--- src/rtl/lc3_execute_stage.sv ---
// LC3 execute stage: ALU (ADD/AND/NOT) and PC-relative address generation.
// Results, destination and writeback control are registered for the writeback stage.
module lc3_execute_stage #(
    parameter int DW = 16,
    parameter int RW = 3
) (
    input  logic          clock,
    input  logic          reset,
    input  logic          enable_execute,
    input  logic [DW-1:0] IR,
    input  logic [DW-1:0] npc_in,
    input  logic [5:0]    E_Control,
    input  logic [1:0]    W_Control_in,
    input  logic [DW-1:0] VSR1,
    input  logic [DW-1:0] VSR2,
    output logic [RW-1:0] sr1,
    output logic [RW-1:0] sr2,
    output logic [DW-1:0] aluout,
    output logic [DW-1:0] pcout,
    output logic [RW-1:0] dr,
    output logic [1:0]    W_Control_out,
    output logic [DW-1:0] IR_Exec,
    output logic          valid_out
);

    localparam logic [1:0] ALU_ADD  = 2'b00;
    localparam logic [1:0] ALU_AND  = 2'b01;
    localparam logic [1:0] ALU_NOT  = 2'b10;

    localparam logic [1:0] OFF_11   = 2'b00;
    localparam logic [1:0] OFF_9    = 2'b01;
    localparam logic [1:0] OFF_6    = 2'b10;

    logic [1:0] alu_control;
    logic [1:0] pcselect1;
    logic       pcselect2;
    logic       op2select;

    assign alu_control = E_Control[5:4];
    assign pcselect1   = E_Control[3:2];
    assign pcselect2   = E_Control[1];
    assign op2select   = E_Control[0];

    // Register-file read addresses come straight from the incoming IR.
    assign sr1 = IR[8:6];
    assign sr2 = IR[2:0];

    // Sign-extended immediate fields; each bit above the field's MSB copies that MSB.
    logic [DW-1:0] imm5_sext;
    logic [DW-1:0] off6_sext;
    logic [DW-1:0] off9_sext;
    logic [DW-1:0] off11_sext;

    generate
        for (genvar gi = 0; gi < DW; gi++) begin : g_sext
            assign imm5_sext[gi]  = IR[(gi < 5)  ? gi : 4];
            assign off6_sext[gi]  = IR[(gi < 6)  ? gi : 5];
            assign off9_sext[gi]  = IR[(gi < 9)  ? gi : 8];
            assign off11_sext[gi] = IR[(gi < 11) ? gi : 10];
        end
    endgenerate

    logic [DW-1:0] op2;
    logic [DW-1:0] alu_next;
    logic [DW-1:0] offset;
    logic [DW-1:0] base;
    logic [DW-1:0] pc_next;

    assign op2 = op2select ? VSR2 : imm5_sext;

    always_comb begin
        alu_next = VSR1;
        case (alu_control)
            ALU_ADD: alu_next = VSR1 + op2;
            ALU_AND: alu_next = VSR1 & op2;
            ALU_NOT: alu_next = ~VSR1;
            default: alu_next = VSR1;
        endcase
    end

    always_comb begin
        offset = '0;
        case (pcselect1)
            OFF_11:  offset = off11_sext;
            OFF_9:   offset = off9_sext;
            OFF_6:   offset = off6_sext;
            default: offset = '0;
        endcase
    end

    assign base    = pcselect2 ? npc_in : VSR1;
    assign pc_next = base + offset;

    logic [DW-1:0] aluout_reg;
    logic [DW-1:0] pcout_reg;
    logic [RW-1:0] dr_reg;
    logic [1:0]    w_control_reg;
    logic [DW-1:0] ir_exec_reg;
    logic          valid_reg;

    always_ff @(posedge clock) begin
        if (reset) begin
            aluout_reg    <= '0;
            pcout_reg     <= '0;
            dr_reg        <= '0;
            w_control_reg <= '0;
            ir_exec_reg   <= '0;
            valid_reg     <= 1'b0;
        end else if (enable_execute) begin
            aluout_reg    <= alu_next;
            pcout_reg     <= pc_next;
            dr_reg        <= IR[11:9];
            w_control_reg <= W_Control_in;
            ir_exec_reg   <= IR;
            valid_reg     <= 1'b1;
        end
    end

    assign aluout        = aluout_reg;
    assign pcout         = pcout_reg;
    assign dr            = dr_reg;
    assign W_Control_out = w_control_reg;
    assign IR_Exec       = ir_exec_reg;
    assign valid_out     = valid_reg;

endmodule

--- config.mk ---
export PLATFORM = sky130hd
export DESIGN_NAME = lc3_execute_stage
export DESIGN_NICKNAME = d
export VERILOG_FILES = /design/src/rtl/lc3_execute_stage.sv
export SDC_FILE = /design/constraint.sdc
export NUM_CORES = 1
export LEC_CHECK = 0
export ABC_AREA = 1
export CAP_MARGIN = 20
export CORE_ASPECT_RATIO = 0.75
export CORE_MARGIN = 3
export CORE_UTILIZATION = 52
export CTS_CLUSTER_SIZE = 10
export DETAILED_ROUTE_END_ITERATION = 6
export PLACE_DENSITY = 0.87
export SKIP_CTS_REPAIR_TIMING = 1
export SYNTH_ARGS = -nofsm -noshare
export SYNTH_HDL_FRONTEND = slang
export SYNTH_SLANG_ARGS = --single-unit
--- constraint.sdc ---
create_clock -name clock -period 4.6 [get_ports clock]
set_input_delay 0.69 -clock clock [delete_from_list [all_inputs] [get_ports clock]]
set_output_delay 0.69 -clock clock [all_outputs]
set_load 0.005 [all_outputs]
==> results.json <==
{
  "die_w_um": 113,
  "critical_path_arrival_ns": 3.49,
  "clk_pin_slew_ns": 0.07,
  "final-setup-viol-count": 0,
  "die-height_um": 86.3,
  "synth_flop_cell": "dfxtp_1",
  "pwr-share-clk": 0.260,
  "grt_pass1_vias": 4988,
  "synth_cell_types": 44,
  "synth-edff-count": 0,
  "viasPerCell": 5.45,
  "dp_cells": 944,
  "tns_ns": 0,
  "portBuffers": 134,
  "synth.top_cell.area_share": 0.228,
  "place.gp.congestion": 0.998,
  "n_fill_cell": 693,
  "powerDensity_nw_per_um2": 255,
  "drv_slew": 0,
  "final_common_cell": "nand2_1",
  "drv_cap": 0,
  "syn_inst": 736,
  "power.internal_mw": 0.961,
  "cts.path.max_buffers": 2,
  "dpl.hpwl_mm": 11.4,
  "insertion_delay_ns": 0.29,
  "cts_tree": "built",
  "pwr-share-comb": 0.409,
  "coreArea_um2": 8130,
  "wl_per_cell_um": 15.5,
  "ir_worst_vdd_mv": 0.183,
  "cts_sinks": 51,
  "seq_area_um2": 1020,
  "syn_avg_cell_area_um2": 6.08,
  "fin_crit_ns": 3.32,
  "ys_top_cells_by_area": "dfxtp_1 (23%), nand2_1 (18%), ha_1 (8.7%)",
  "first_iter_violations": 359,
  "worstPathRequired_ns": 4.76,
  "hp-class": "reg -> reg",
  "numCtsBuffers": 5,
  "routed_wl_mm": 14.8,
  "fp.dieArea_um2": 9770,
  "drt-pass1-iter-count": 5,
  "design_area_um2": 5920,
  "ioPinCount": 135,
  "p_leak_nw": 2.94,
  "ys_seq_area_frac": 0.228,
  "relSlewSlack": 0.505,
  "synthArstFlopShare": 0,
  "cpMostUsedCell": "nand2_1",
  "synth_area_um2": 4480,
  "grt_pass1_wl_mm": 24.2,
  "post-route-period-util": 0.722,
  "cp-start-kind": "primary input",
  "endpoint_kind": "register",
  "final_cell_mix": "nand2_1 (211), clkdlybuf4s50_1 (133), inv_1 (92), nor2_1 (92), o21ai_0 (58)",
  "ys_ff_latch": 51,
  "instances_no_fill": 952,
  "critical_path_class": "in -> reg",
  "p_sw_frac": 0.363,
  "htreeDepth": 2,
  "rsz0062_at_grt": "false",
  "final_hold_viol_count": 0,
  "tightestPinTransition_ns": 0.740,
  "seqPwrFrac": 0.331,
  "antenna_left": 0,
  "p_total_mw": 1.51,
  "r2r-start": "pcout[3]",
  "start_util": 0.551,
  "cts_root_buf": "clkbuf_16",
  "vias": 5192,
  "path_max_fanout": 21,
  "grt_max_degree": 59,
  "cp_slowest_stage_delay_ns": 0.80,
  "cp_cell_sequence": "clkdlybuf4s50_1 > or2_2 > nand2_1 > ha_1 > nand2_1 > inv_1 > a21oi_1 > nand2_1 > or2_0 > nand3_1 > o21ai_0 > nand2_1 > a21oi_1",
  "ys_warn_count": 0,
  "multi_input_area_um2": 2880,
  "crit_slowest_cell": "clkdlybuf4s50_1",
  "syn_to_final_growth_pct": 32.3,
  "drive_gt1_frac": 0.0543,
  "placed_area_um2": 5770,
  "fin_skew_ns": 0,
  "antenna_found_initial": 0,
  "outcome": "finished, final reports clean",
  "syn_nets": 844,
  "grtUsageTotal": 0.304,
  "rows": 28,
  "layout.nets": 954,
  "synth_area_leader_cell": "dfxtp_1",
  "p_sw_mw": 0.547,
  "crit_path_start": "E_Control[0]",
  "grt_overflow_total": 0,
  "min_from": "aluout[6]",
  "hold-worst-slack_ns": 0.470,
  "post-route-drc-count": 0,
  "antenna_cells": 0,
  "max_freq_ghz": 0.301
}
==> Yosys cell counts (2+ instances only) <==
| library cell | instances |
|---|---|
| a21o_1 | 2 |
| a21oi_1 | 54 |
| a21oi_2 | 3 |
| a221oi_1 | 5 |
| a221oi_2 | 4 |
| a31oi_1 | 3 |
| buf_2 | 4 |
| buf_4 | 11 |
| buf_6 | 3 |
| clkbuf_1 | 16 |
| dfxtp_1 | 51 |
| fa_1 | 2 |
| ha_1 | 31 |
| inv_1 | 92 |
| inv_2 | 6 |
| nand2_1 | 211 |
| nand2_2 | 6 |
| nand3_1 | 35 |
| nand3_2 | 2 |
| nand3b_1 | 2 |
| nand4_1 | 4 |
| nor2_1 | 92 |
| nor3_2 | 3 |
| o2111ai_1 | 2 |
| o211ai_1 | 2 |
| o21ai_0 | 58 |
| o21ai_1 | 5 |
| o21bai_1 | 3 |
| o221ai_1 | 3 |
| xor2_1 | 7 |
==> worst paths after layout <==
path | to | slack (ns) | cells after the start
worst max-delay path | aluout[7] | 1.28 | 13
worst min-delay path | aluout[6] | 0.47 | 2
worst max register to register | pcout[3] | 3.87 | 4
worst min register to register | aluout[6] | 0.47 | 2
==> cell families after synthesis <==
family	Yosys count	share of synthesized area
XOR/XNOR	8	0.0157
adder cells (fa/ha/maj)	33	0.0956
AO/OA/AOI/OAI	147	0.194
multiplexers	1	0.00252
AND/OR/NAND/NOR	362	0.336
flip-flops	51	0.228
buffers and inverters	134	0.128
==> power groups by stage <==
stage | Clock (mW) | Combinational, mW | Sequential (mW)
floorplan | 0 | 0.366 | 0.509
global placement | 0 | 0.595 | 0.507
detailed placement | 0 | 0.605 | 0.508
CTS | 0.396 | 0.611 | 0.499
global route | 0.410 | 0.689 | 0.503
finish | 0.392 | 0.617 | 0.499
==> metrics by stage <==
step / setup slack [ns] / util
global route: 0.968 / 0.729
finish: 1.28 / 0.729
floorplan: 2.08 / -
detailed placement: 1.01 / 0.710
global placement: 1.05 / 0.710
CTS: 1.31 / 0.729
==> critical path: cells and delay by family <==
family | cells | cell delay [ns]
and+or+nand+nor | 7 | 1.35
buffers and inverters | 2 | 0.88
AOI/OAI and AO/OA | 3 | 0.29
adders and majority gates | 1 | 0.28
==> per-layer routing <==
metal,wire [um],GRT usage,vias up
met5,0,0,-
met4,201,0.0721,0
met3,1550,0.0768,20
met2,6240,0.472,262
met1,6810,0.424,2337
li1,-,-,2573
==> area by class of cell <==
type,count,share of cell area
multi-input combinational,551,0.487
timing repair buffer,138,0.231
sequential,51,0.172
inverter,99,0.0628
tap,105,0.0222
clock buffer,5,0.0211
clock inverter,3,0.00401
No activity file was read; power rests on OpenSTA's default activity.
